### config.mk
export PLATFORM = sky130hd
export DESIGN_NAME = aes_stream_scheduler_flat
export DESIGN_NICKNAME = d
export VERILOG_FILES = /design/src/rtl/aes_stream_scheduler_if.sv /design/src/rtl/aes_stream_scheduler.sv /design/src/flat_wrapper.sv
export SDC_FILE = /design/constraint.sdc
export NUM_CORES = 1
export LEC_CHECK = 0
export BUFFER_PORTS_ARGS = -buffer_cell sky130_fd_sc_hd__buf_2
export CORE_ASPECT_RATIO = 0.7
export CORE_MARGIN = 5
export CORE_UTILIZATION = 30
export DETAILED_ROUTE_END_ITERATION = 10
export PLACE_DENSITY = 0.45
export SLEW_MARGIN = 30
export SYNTH_ARGS = -nofsm -noshare
export SYNTH_HDL_FRONTEND = slang
export SYNTH_SLANG_ARGS = --single-unit
### constraint.sdc
create_clock -name clk -period 9.8 [get_ports clk]
set_clock_uncertainty 0.1 [all_clocks]
set_input_delay 0.49 -clock clk [delete_from_list [all_inputs] [get_ports clk]]
set_output_delay 0.49 -clock clk [all_outputs]
set_load 0.02 [all_outputs]
### src/rtl/aes_stream_scheduler_if.sv
// Bundle of request, core and response signals for the AES stream scheduler.
// master: producer/consumer/core side; slave: scheduler side.
interface aes_stream_scheduler_if #(
    parameter int DATA_W = 128,
    parameter int TAG_W  = 4
);
    // request side
    logic              in_valid;
    logic              in_ready;
    logic              enc_or_dec;
    logic [2:0]        key_size;
    logic [DATA_W-1:0] message_in;
    logic [TAG_W-1:0]  in_tag;
    // core side
    logic              core_start;
    logic              core_enc_or_dec;
    logic [2:0]        core_key_size;
    logic [DATA_W-1:0] core_message_in;
    logic              core_done;
    logic [DATA_W-1:0] core_message_out;
    // response side
    logic              out_valid;
    logic              out_ready;
    logic [DATA_W-1:0] message_out;
    logic [TAG_W-1:0]  out_tag;
    logic              out_err;
    logic              busy;

    modport master (
        output in_valid, enc_or_dec, key_size, message_in, in_tag,
        output core_done, core_message_out, out_ready,
        input  in_ready, core_start, core_enc_or_dec, core_key_size, core_message_in,
        input  out_valid, message_out, out_tag, out_err, busy
    );

    modport slave (
        input  in_valid, enc_or_dec, key_size, message_in, in_tag,
        input  core_done, core_message_out, out_ready,
        output in_ready, core_start, core_enc_or_dec, core_key_size, core_message_in,
        output out_valid, message_out, out_tag, out_err, busy
    );
endinterface

### src/rtl/aes_stream_scheduler.sv
// Streaming front-end for an AES core: request FIFO, single-block-in-flight
// issue FSM with key-size validation and core watchdog, tagged result register.
module aes_stream_scheduler #(
    parameter int DATA_W     = 128,
    parameter int FIFO_DEPTH = 4,
    parameter int TAG_W      = 4,
    parameter int TIMEOUT    = 64
) (
    input  logic                 clk,
    input  logic                 rst,
    aes_stream_scheduler_if.slave sched_if
);
    localparam int PTR_W = $clog2(FIFO_DEPTH);
    localparam int CNT_W = PTR_W + 1;
    localparam int WD_W  = $clog2(TIMEOUT);
    localparam logic [WD_W-1:0] WD_LAST = WD_W'(TIMEOUT - 1);

    typedef enum logic [2:0] {
        ST_IDLE,
        ST_CHECK,
        ST_ISSUE,
        ST_WAIT,
        ST_RESP
    } state_t;

    typedef struct packed {
        logic              enc;
        logic [2:0]        key;
        logic [TAG_W-1:0]  tag;
        logic [DATA_W-1:0] msg;
    } req_t;

    req_t              fifo_mem [FIFO_DEPTH];
    req_t              req_in;
    req_t              issue_q;
    logic [PTR_W-1:0]  wr_ptr_q;
    logic [PTR_W-1:0]  rd_ptr_q;
    logic [CNT_W-1:0]  count_q;
    logic              fifo_full;
    logic              fifo_empty;
    logic              fifo_push;
    logic              fifo_pop;
    logic              key_valid;

    state_t            state_q, state_d;
    logic [WD_W-1:0]   wdog_q, wdog_d;
    logic [DATA_W-1:0] out_msg_q, out_msg_d;
    logic [TAG_W-1:0]  out_tag_q, out_tag_d;
    logic              out_err_q, out_err_d;

    assign req_in     = {sched_if.enc_or_dec, sched_if.key_size, sched_if.in_tag, sched_if.message_in};
    assign fifo_full  = (count_q == CNT_W'(FIFO_DEPTH));
    assign fifo_empty = (count_q == '0);
    // A full FIFO refuses pushes even when the head is popped in the same cycle.
    assign fifo_push  = sched_if.in_valid && !fifo_full;
    assign key_valid  = (issue_q.key == 3'b100) || (issue_q.key == 3'b010) || (issue_q.key == 3'b001);

    // Request storage: plain array so it maps onto RAM; written on accepted pushes.
    always_ff @(posedge clk) begin
        if (fifo_push) begin
            fifo_mem[wr_ptr_q] <= req_in;
        end
    end

    // FIFO pointers and occupancy; pointers wrap naturally at the power-of-two depth.
    always_ff @(posedge clk or posedge rst) begin
        if (rst) begin
            wr_ptr_q <= '0;
            rd_ptr_q <= '0;
            count_q  <= '0;
        end else begin
            if (fifo_push) wr_ptr_q <= wr_ptr_q + PTR_W'(1);
            if (fifo_pop)  rd_ptr_q <= rd_ptr_q + PTR_W'(1);
            case ({fifo_push, fifo_pop})
                2'b10:   count_q <= count_q + CNT_W'(1);
                2'b01:   count_q <= count_q - CNT_W'(1);
                default: count_q <= count_q;
            endcase
        end
    end

    // Issue register: registered read of the FIFO head; holds the block seen by the core.
    always_ff @(posedge clk or posedge rst) begin
        if (rst) begin
            issue_q <= '0;
        end else if (fifo_pop) begin
            issue_q <= fifo_mem[rd_ptr_q];
        end
    end

    // State, watchdog and result registers.
    always_ff @(posedge clk or posedge rst) begin
        if (rst) begin
            state_q   <= ST_IDLE;
            wdog_q    <= '0;
            out_msg_q <= '0;
            out_tag_q <= '0;
            out_err_q <= 1'b0;
        end else begin
            state_q   <= state_d;
            wdog_q    <= wdog_d;
            out_msg_q <= out_msg_d;
            out_tag_q <= out_tag_d;
            out_err_q <= out_err_d;
        end
    end

    // Next-state logic: pops, watchdog counting and result capture.
    // The watchdog counts cycles since the core_start cycle (which is count 0).
    always_comb begin
        state_d   = state_q;
        wdog_d    = wdog_q;
        out_msg_d = out_msg_q;
        out_tag_d = out_tag_q;
        out_err_d = out_err_q;
        fifo_pop  = 1'b0;
        case (state_q)
            ST_IDLE: begin
                if (!fifo_empty) begin
                    fifo_pop = 1'b1;
                    state_d  = ST_CHECK;
                end
            end
            ST_CHECK: begin
                if (key_valid) begin
                    wdog_d  = '0;
                    state_d = ST_ISSUE;
                end else begin
                    out_msg_d = '0;
                    out_tag_d = issue_q.tag;
                    out_err_d = 1'b1;
                    state_d   = ST_RESP;
                end
            end
            ST_ISSUE: begin
                wdog_d  = wdog_q + WD_W'(1);
                state_d = ST_WAIT;
            end
            ST_WAIT: begin
                // done wins over a coincident timeout
                if (sched_if.core_done) begin
                    out_msg_d = sched_if.core_message_out;
                    out_tag_d = issue_q.tag;
                    out_err_d = 1'b0;
                    state_d   = ST_RESP;
                end else if (wdog_q == WD_LAST) begin
                    out_msg_d = '0;
                    out_tag_d = issue_q.tag;
                    out_err_d = 1'b1;
                    state_d   = ST_RESP;
                end else begin
                    wdog_d = wdog_q + WD_W'(1);
                end
            end
            ST_RESP: begin
                if (sched_if.out_ready) begin
                    if (!fifo_empty) begin
                        fifo_pop = 1'b1;
                        state_d  = ST_CHECK;
                    end else begin
                        state_d = ST_IDLE;
                    end
                end
            end
            default: state_d = ST_IDLE;
        endcase
    end

    assign sched_if.in_ready        = !fifo_full;
    assign sched_if.core_start      = (state_q == ST_ISSUE);
    assign sched_if.core_enc_or_dec = issue_q.enc;
    assign sched_if.core_key_size   = issue_q.key;
    assign sched_if.core_message_in = issue_q.msg;
    assign sched_if.out_valid       = (state_q == ST_RESP);
    assign sched_if.message_out     = out_msg_q;
    assign sched_if.out_tag         = out_tag_q;
    assign sched_if.out_err         = out_err_q;
    assign sched_if.busy            = !fifo_empty || (state_q != ST_IDLE);
endmodule
### src/flat_wrapper.sv
// flat-port wrapper written by rule: the top's interface ports become plain ports
module aes_stream_scheduler_flat 
#(
    parameter int DATA_W     = 128,
    parameter int FIFO_DEPTH = 4,
    parameter int TAG_W      = 4,
    parameter int TIMEOUT    = 64
)
  (clk, rst, sched_if_in_valid, sched_if_enc_or_dec, sched_if_key_size, sched_if_message_in, sched_if_in_tag, sched_if_core_done, sched_if_core_message_out, sched_if_out_ready, sched_if_in_ready, sched_if_core_start, sched_if_core_enc_or_dec, sched_if_core_key_size, sched_if_core_message_in, sched_if_out_valid, sched_if_message_out, sched_if_out_tag, sched_if_out_err, sched_if_busy);
  aes_stream_scheduler_if #(.DATA_W(DATA_W), .TAG_W(TAG_W)) sched_if_i ();
  input  logic clk;
  input  logic rst;
  input wire logic [$bits(sched_if_i.in_valid)-1:0] sched_if_in_valid;
  input wire logic [$bits(sched_if_i.enc_or_dec)-1:0] sched_if_enc_or_dec;
  input wire logic [$bits(sched_if_i.key_size)-1:0] sched_if_key_size;
  input wire logic [$bits(sched_if_i.message_in)-1:0] sched_if_message_in;
  input wire logic [$bits(sched_if_i.in_tag)-1:0] sched_if_in_tag;
  input wire logic [$bits(sched_if_i.core_done)-1:0] sched_if_core_done;
  input wire logic [$bits(sched_if_i.core_message_out)-1:0] sched_if_core_message_out;
  input wire logic [$bits(sched_if_i.out_ready)-1:0] sched_if_out_ready;
  output wire logic [$bits(sched_if_i.in_ready)-1:0] sched_if_in_ready;
  output wire logic [$bits(sched_if_i.core_start)-1:0] sched_if_core_start;
  output wire logic [$bits(sched_if_i.core_enc_or_dec)-1:0] sched_if_core_enc_or_dec;
  output wire logic [$bits(sched_if_i.core_key_size)-1:0] sched_if_core_key_size;
  output wire logic [$bits(sched_if_i.core_message_in)-1:0] sched_if_core_message_in;
  output wire logic [$bits(sched_if_i.out_valid)-1:0] sched_if_out_valid;
  output wire logic [$bits(sched_if_i.message_out)-1:0] sched_if_message_out;
  output wire logic [$bits(sched_if_i.out_tag)-1:0] sched_if_out_tag;
  output wire logic [$bits(sched_if_i.out_err)-1:0] sched_if_out_err;
  output wire logic [$bits(sched_if_i.busy)-1:0] sched_if_busy;
  assign sched_if_i.in_valid = sched_if_in_valid;
  assign sched_if_i.enc_or_dec = sched_if_enc_or_dec;
  assign sched_if_i.key_size = sched_if_key_size;
  assign sched_if_i.message_in = sched_if_message_in;
  assign sched_if_i.in_tag = sched_if_in_tag;
  assign sched_if_i.core_done = sched_if_core_done;
  assign sched_if_i.core_message_out = sched_if_core_message_out;
  assign sched_if_i.out_ready = sched_if_out_ready;
  assign sched_if_in_ready = sched_if_i.in_ready;
  assign sched_if_core_start = sched_if_i.core_start;
  assign sched_if_core_enc_or_dec = sched_if_i.core_enc_or_dec;
  assign sched_if_core_key_size = sched_if_i.core_key_size;
  assign sched_if_core_message_in = sched_if_i.core_message_in;
  assign sched_if_out_valid = sched_if_i.out_valid;
  assign sched_if_message_out = sched_if_i.message_out;
  assign sched_if_out_tag = sched_if_i.out_tag;
  assign sched_if_out_err = sched_if_i.out_err;
  assign sched_if_busy = sched_if_i.busy;
  aes_stream_scheduler #(.DATA_W(DATA_W), .FIFO_DEPTH(FIFO_DEPTH), .TAG_W(TAG_W), .TIMEOUT(TIMEOUT)) u_core (.clk(clk), .rst(rst), .sched_if(sched_if_i));
endmodule
==> impl_metrics.toml, run 1 <==
[sta]
setup_tns_ns = 0
hold_violations = 0
postLayoutSetupSlackWorst_ns = 6.56
holdWs_ns = 0.193
rsz0062_at_grt = "false"
period_minus_slack_ns = 3.24
max_freq_mhz = 308
fin_crit_sh = 0.331
maxSlewHeadroom = 0.339
slew_viol_final = 0
finalSetupViolations = 0
worst_pin_slew_ns = 0.988

[cells_and_area]
utilization = 0.386
postLayoutCellArea_sq_um = 40000
syn_to_final_growth_pct = 28.3
layout-drive-gt1-share = 0.424
final_nets = 2513

[logic_synthesis]
yosys_most_used_dff = "edfxtp_1"
synth_nets = 1805
synth_top_area_share = 0.523
avgSynthCellArea_sq_um = 20.4
synth.most_common_cell = "edfxtp_1"
synthCells = 1529
synthTopCellsByCount = "544 x edfxtp_1, 285 x dfrtp_1, 141 x buf_4"
syn_area_sq_um = 31200
synth_cell_types = 44
synth_area_leaders = "edfxtp_1 52%, dfrtp_1 23%, mux4_2 9.8%, mux2_2 4.9%, a22o_1 3.6%"
synth-seq-cells = 829
seq_area_frac_synth = 0.752
yosysTopAreaCell = "edfxtp_1"
synth_edf_count = 544
ys_async_sr_fraction = 0.344
yosysWarnings = 0

[floorplanning]
dieArea_sq_um = 111000
pin_count = 538
fp.dieH_um = 280
die_w_um = 396
rows = 99
initial_core_util = 0.301
core_area_sq_um = 104000

[pwr]
internal_power_mw = 8.33
leakagePower_nw = 15.6
pwr_density_cell_nw_per_um2 = 310
p_sw_mw = 4.09
ir_worst_vdd_uv = 169
p_comb_frac = 0.323
seq_power_share = 0.417
clkPwrFrac = 0.260
p_sw_frac = 0.329

[cts]
clock_latency_ns = 0.66
clockBufferDepth = 3
cts-htree-levels = 3
path_clk_slew_ns = 0.06
cts_buffers = 87
post_cts_buffers = 0
clock_sinks = 829
cts_tree = "done"
cts_root_buf = "clkbuf_16"

[run]
drv_cap = 0

[place]
preCtsSetupSlack_ns = 6.40
gp_congestion = 0.792
detailedPlacementHpwl_um = 48200
post_dp_cell_area_sq_um = 34500
io_buffers = 537

[global_route]
grt_pass1_vias = 18500
antenna_found_initial = 12
busiest_layer = "met2"
track_usage = 0.144
grtUsageMet1 = 0.187
grt_overflow = 0
use_met3 = 0.0404
grt_pass1_wl_um = 120000
grt_max_degree = 145
use_met2 = 0.235

[critical_path]
cpPeakStageDelay_ns = 0.74
critical_path_required_ns = 10.22
crit_arrival_ns = 3.67
path_cells = "buf_6 > buf_4 > mux4_2 > mux2_2"
worstSetupPathType = "flip-flop to flip-flop"
end_kind = "flip-flop"
start_kind = "flip-flop"
crit_fanout = 42
crit_slowest_cell = "buf_4"

[detailed_routing]
wirelength_um = 81300
vias = 16800
drc = 0
wire_per_inst_um = 22.1
drtIter0Drc = 773
firstDrtPassIters = 4
detail-route-antenna-nets = 0
vias_per_cell = 4.56

[hold_path]
hold_class = "input port to flip-flop"

[outcome]
status = "finished, final reports clean"
[area by class of cell]
class	instances	area, sq um
Fill cell	9531	63600
Sequential cell	829	23500
Multi-Input combinational cell	479	6360
Timing Repair Buffer	828	5640
Clock buffer	119	2400
Tap cell	1363	1710
Clock inverter	42	382
Inverter	12	52.6
Antenna cell	6	15.0
[worst paths after layout]
path / from / end / slack, ns / depth (start not counted)
max in group asynchronous: rst / u_core.sched_if.core_message_in[9] / 7.85 / 5
hold / removal: sched_if_in_valid / u_core.wr_ptr_q[0] / 0.19 / 3
hold reg to reg: u_core.issue_q[128] / u_core.sched_if.out_tag[0] / 0.39 / 1
min in group asynchronous: rst / u_core.sched_if.message_out[73] / 0.32 / 3
setup / recovery: u_core.rd_ptr_q[0] / u_core.sched_if.core_message_in[23] / 6.56 / 4
setup reg to reg: u_core.rd_ptr_q[0] / u_core.sched_if.core_message_in[23] / 6.56 / 4
[worst max-delay path: cells and delay by family (launching register included)]
family                 cells  cell delay (ns)
flip-flops                 1             0.73
multiplexers               2             0.86
buffers and inverters      2             1.35
[cells in the final DEF, fill, tap and decap left out, types with 3 or more instances in the layout]
cell type | Yosys | routed
a22o_1 | 129 | 129
and3_4 | 0 | 4
buf_16 | 0 | 3
buf_2 | 37 | 537
buf_4 | 141 | 16
buf_6 | 0 | 3
bufinv_16 | 0 | 5
clkbuf_1 | 31 | 22
clkbuf_16 | 0 | 87
clkbuf_8 | 0 | 10
clkinv_1 | 0 | 9
clkinv_2 | 0 | 15
clkinvlp_4 | 0 | 5
dfrtp_1 | 285 | 283
diode_2 | 0 | 6
dlygate4sd3_1 | 0 | 266
edfxtp_1 | 544 | 544
ha_1 | 6 | 6
inv_1 | 12 | 11
inv_6 | 0 | 4
mux2_1 | 4 | 4
mux2_2 | 137 | 137
mux4_2 | 136 | 136
nand2_1 | 8 | 8
nand3_1 | 5 | 5
nor2_1 | 4 | 3
nor3_1 | 3 | 3
nor3b_1 | 3 | 3
o21ai_0 | 5 | 5
xnor2_1 | 4 | 4
xor2_1 | 3 | 3
[routing by layer]
| layer | up-vias | wire, um |
|---|---|---|
| met3 | 152 | 4650 |
| met4 | 10 | 2460 |
| met1 | 8889 | 34500 |
| met2 | 375 | 39600 |
| met5 | - | 56 |
| li1 | 7363 | - |
[kinds of logic (layout without fill, tap and decap cells)]
| family | count (synthesis) | after routing | share of synthesized area |
|---|---|---|---|
| AO/OA/AOI/OAI | 151 | 151 | 0.0426 |
| buffers and inverters | 221 | 1001 | 0.0450 |
| AND/OR/NAND/NOR | 37 | 37 | 0.00641 |
| XOR/XNOR | 7 | 7 | 0.00196 |
| other | 0 | 6 | 0 |
| multiplexers | 277 | 277 | 0.149 |
| adder cells (fa/ha/maj) | 7 | 7 | 0.00305 |
| flip-flops | 829 | 829 | 0.752 |
[stage by stage]
| stage | total power [mW] | instances |
|---|---|---|
| 2_1_floorplan | 8.29 | 1529 |
| 3_3_place_gp | 9.19 | 3240 |
| 3_5_place_dp | 9.27 | 3241 |
| 4_1_cts | 12.7 | 3668 |
| 5_1_grt | 13.1 | 3676 |
| 6_report | 12.4 | 3678 |
[flip-flops by register name, summed over array words and instances, names as in the netlist]
register,cells
u_core.count_q,3
u_core.sched_if.out_err,1
u_core.sched_if.core_message_in,128
u_core.issue_q,4
u_core.sched_if.out_tag,4
u_core.fifo_mem,544
u_core.state_q,3
u_core.sched_if.message_out,128
u_core.rd_ptr_q,2
u_core.wr_ptr_q,2
u_core.wdog_q,6
u_core.sched_if.core_key_size,3
u_core.sched_if.core_enc_or_dec,1
[power groups by stage]
stage               Sequential [mW]  Clock (mW)  Combinational, mW
finish                         5.18        3.23               4.01
global route                   5.29        3.51               4.32
CTS                            5.20        3.36               4.12
detailed placement             5.26           0               4.01
global placement               5.23           0               3.96
floorplan                      5.32           0               2.97
[repair_timing]
action                                 4_1_cts  5_1_grt
resized for setup                            0        0
endpoints found under the hold margin      775        0
hold buffers                               266        0
No activity file was read; power rests on OpenSTA's default activity.
==> run 2: changes to the inputs <==
--- a/config.mk
+++ b/config.mk
@@ -10,7 +10,7 @@
 export CORE_MARGIN = 5
 export CORE_UTILIZATION = 30
 export DETAILED_ROUTE_END_ITERATION = 10
-export PLACE_DENSITY = 0.45
+export PLACE_DENSITY = 0.47
 export SLEW_MARGIN = 30
 export SYNTH_ARGS = -nofsm -noshare
 export SYNTH_HDL_FRONTEND = slang
==> constraint.sdc (replaced) <==
create_clock -name clk -period 2.74 [get_ports clk]
set_clock_uncertainty 0.1 [all_clocks]
set_input_delay 0.137 -clock clk [delete_from_list [all_inputs] [get_ports clk]]
set_output_delay 0.137 -clock clk [all_outputs]
set_load 0.02 [all_outputs]
==> run 2 against run 1 <==
  * Via count increased by 0.77%
  * Critical path depth increased by 1
  * Non-clock buffer count increased by 44
  * Core utilization increased by 0.62 points
  * Cell area increased by 1.6%
  * Setup slack got worse by 6.1 ns
  * Combinational power increased to 3.8 times the previous value
  * First-iteration DRC count increased by 0.65%
  * Sequential cell count unchanged
  * Total power increased to 3.6 times the previous value
  * Critical endpoint is now u_core.sched_if.core_message_in[90]
  * Largest cell class unchanged
==> impl_metrics.toml, run 2 (synthesis gave the netlist of run 1 again) <==
[place]
placedCellCount = 3285
gp_congestion = 0.844
detailedPlacementHpwl_um = 51200
io_buffers = 537

[cts]
cts_tree = "done"
cts-htree-levels = 3
post_cts_buffers = 0
clock_latency_ns = 0.65
holdBufCountCts = 270
cts_buffers = 86
clock_sinks = 829
cts_root_buf = "clkbuf_16"
path_clk_slew_ns = 0.06
post_cts_resized = 0
clockBufferDepth = 3

[global_route]
grt_overflow = 0
track_usage = 0.142
grt_pass1_vias = 18400
grt_max_degree = 110
grt_pass1_wl_um = 119000
antenna_found_initial = 10

[sta]
period_minus_slack_ns = 2.30
maxSlewHeadroom = 0.553
finalSetupViolations = 0
max_freq_mhz = 434
worst_pin_slew_ns = 0.670
rsz0062_at_grt = "false"
holdWs_ns = 0.128
fin_crit_sh = 0.841
hold_violations = 0
slew_viol_final = 0

[floorplanning]
die_w_um = 396
pin_count = 538
initial_core_util = 0.301
fp.dieH_um = 280
dieArea_sq_um = 111000
core_area_sq_um = 104000
rows = 99

[cells_and_area]
final_cell_mix = "544 x edfxtp_1, 537 x buf_2, 283 x dfrtp_1, 270 x dlygate4sd3_1, 137 x mux2_2"
syn_to_final_growth_pct = 30.3
layout-drive-gt1-share = 0.434
largest_reg_flops = 544
layout_commonest_cell = "edfxtp_1"
final_nets = 2556
final_cells = 3725
top_register = "u_core.fifo_mem"

[critical_path]
r2r_cells = 5
critical_path_required_ns = 3.16
critical_path_buf_inv_count = 2
crit_family = "buffers and inverters"
crit_arrival_ns = 2.73
worstSetupPathType = "flip-flop to flip-flop"
crit_slowest_cell = "a2111oi_4"
end_kind = "flip-flop"
crit_cells = 5
start_kind = "flip-flop"
path_cells = "nor3_1 > a2111oi_4 > buf_12 > buf_4 > mux2_2"
cpPeakStageDelay_ns = 0.43
crit_fanout = 48

[detailed_routing]
vias = 16900
wirelength_um = 80000
drc = 0
wire_per_inst_um = 21.5
drtIter0Drc = 778
detail-route-antenna-nets = 0
vias_per_cell = 4.54
firstDrtPassIters = 5

[pwr]
leakagePower_nw = 15.9
pwr_density_cell_nw_per_um2 = 1110
ir_worst_vdd_uv = 566

[run]
drv_cap = 0

[hold_path]
hold_class = "input port to flip-flop"
hold_depth = 2

[outcome]
status = "finished, final reports clean"
## run 2: changes by cell type in the layout (fill, tap and decap cells not counted), sizes merged
cell,previous run,this run
inv,16,18
dlygate4sd3,266,270
clkinv,28,22
clkbuf,119,126
diode,6,8
buf,562,602
clkinvlp,5,3
## run 2: worst paths after layout
| path | start | to | slack (ns) |
|---|---|---|---|
| setup / recovery | u_core.count_q[2] | u_core.sched_if.core_message_in[90] | 0.44 |
| hold / removal | sched_if_message_in[28] | u_core.fifo_mem[1][28] | 0.13 |
| setup reg to reg | u_core.count_q[2] | u_core.sched_if.core_message_in[90] | 0.44 |
| hold reg to reg | u_core.issue_q[129] | u_core.sched_if.out_tag[1] | 0.39 |
| max in group asynchronous | rst | u_core.rd_ptr_q[0] | 0.92 |
| min in group asynchronous | rst | u_core.sched_if.message_out[18] | 0.58 |
## run 2: final cells by class
| type | count | area [sq um] |
|---|---|---|
| Multi-Input combinational cell | 479 | 6360 |
| Inverter | 12 | 48.8 |
| Clock inverter | 36 | 389 |
| Timing Repair Buffer | 872 | 6190 |
| Tap cell | 1363 | 1710 |
| Sequential cell | 829 | 23500 |
| Fill cell | 9518 | 63000 |
| Antenna cell | 8 | 20.0 |
| Clock buffer | 126 | 2480 |
## run 2: through the flow
stage                     total power, mW  setup slack [ns]   util  setup TNS (ns)  cell area, sq um
after floorplan                      29.5             -1.27      -         -363.16             31200
after global placement               33.5             0.462  0.338               0             35100
after detailed placement             33.8             0.429  0.338               0             35100
after CTS                            46.2             0.407  0.392               0             40700
after global routing                 47.7             0.346  0.392               0             40700
final                                45.2             0.436  0.392               0             40700
## run 2: where the power goes
part / leakage [nW] / switching, mW / internal (mW) / total, mW
combinational: 5.94 / 8.45 / 6.74 / 15.2
sequential: 8.53 / 1.32 / 17.0 / 18.3
clock: 1.41 / 4.94 / 6.83 / 11.8
## run 2: routing by layer
metal | part of all wire | vias up | track usage
met3 | 0.053 | 134 | 0.0380
met1 | 0.43 | 8958 | 0.187
met2 | 0.49 | 370 | 0.231
li1 | - | 7451 | -
met4 | 0.029 | 6 | 0.0463
met5 | 0.00051 | - | 0
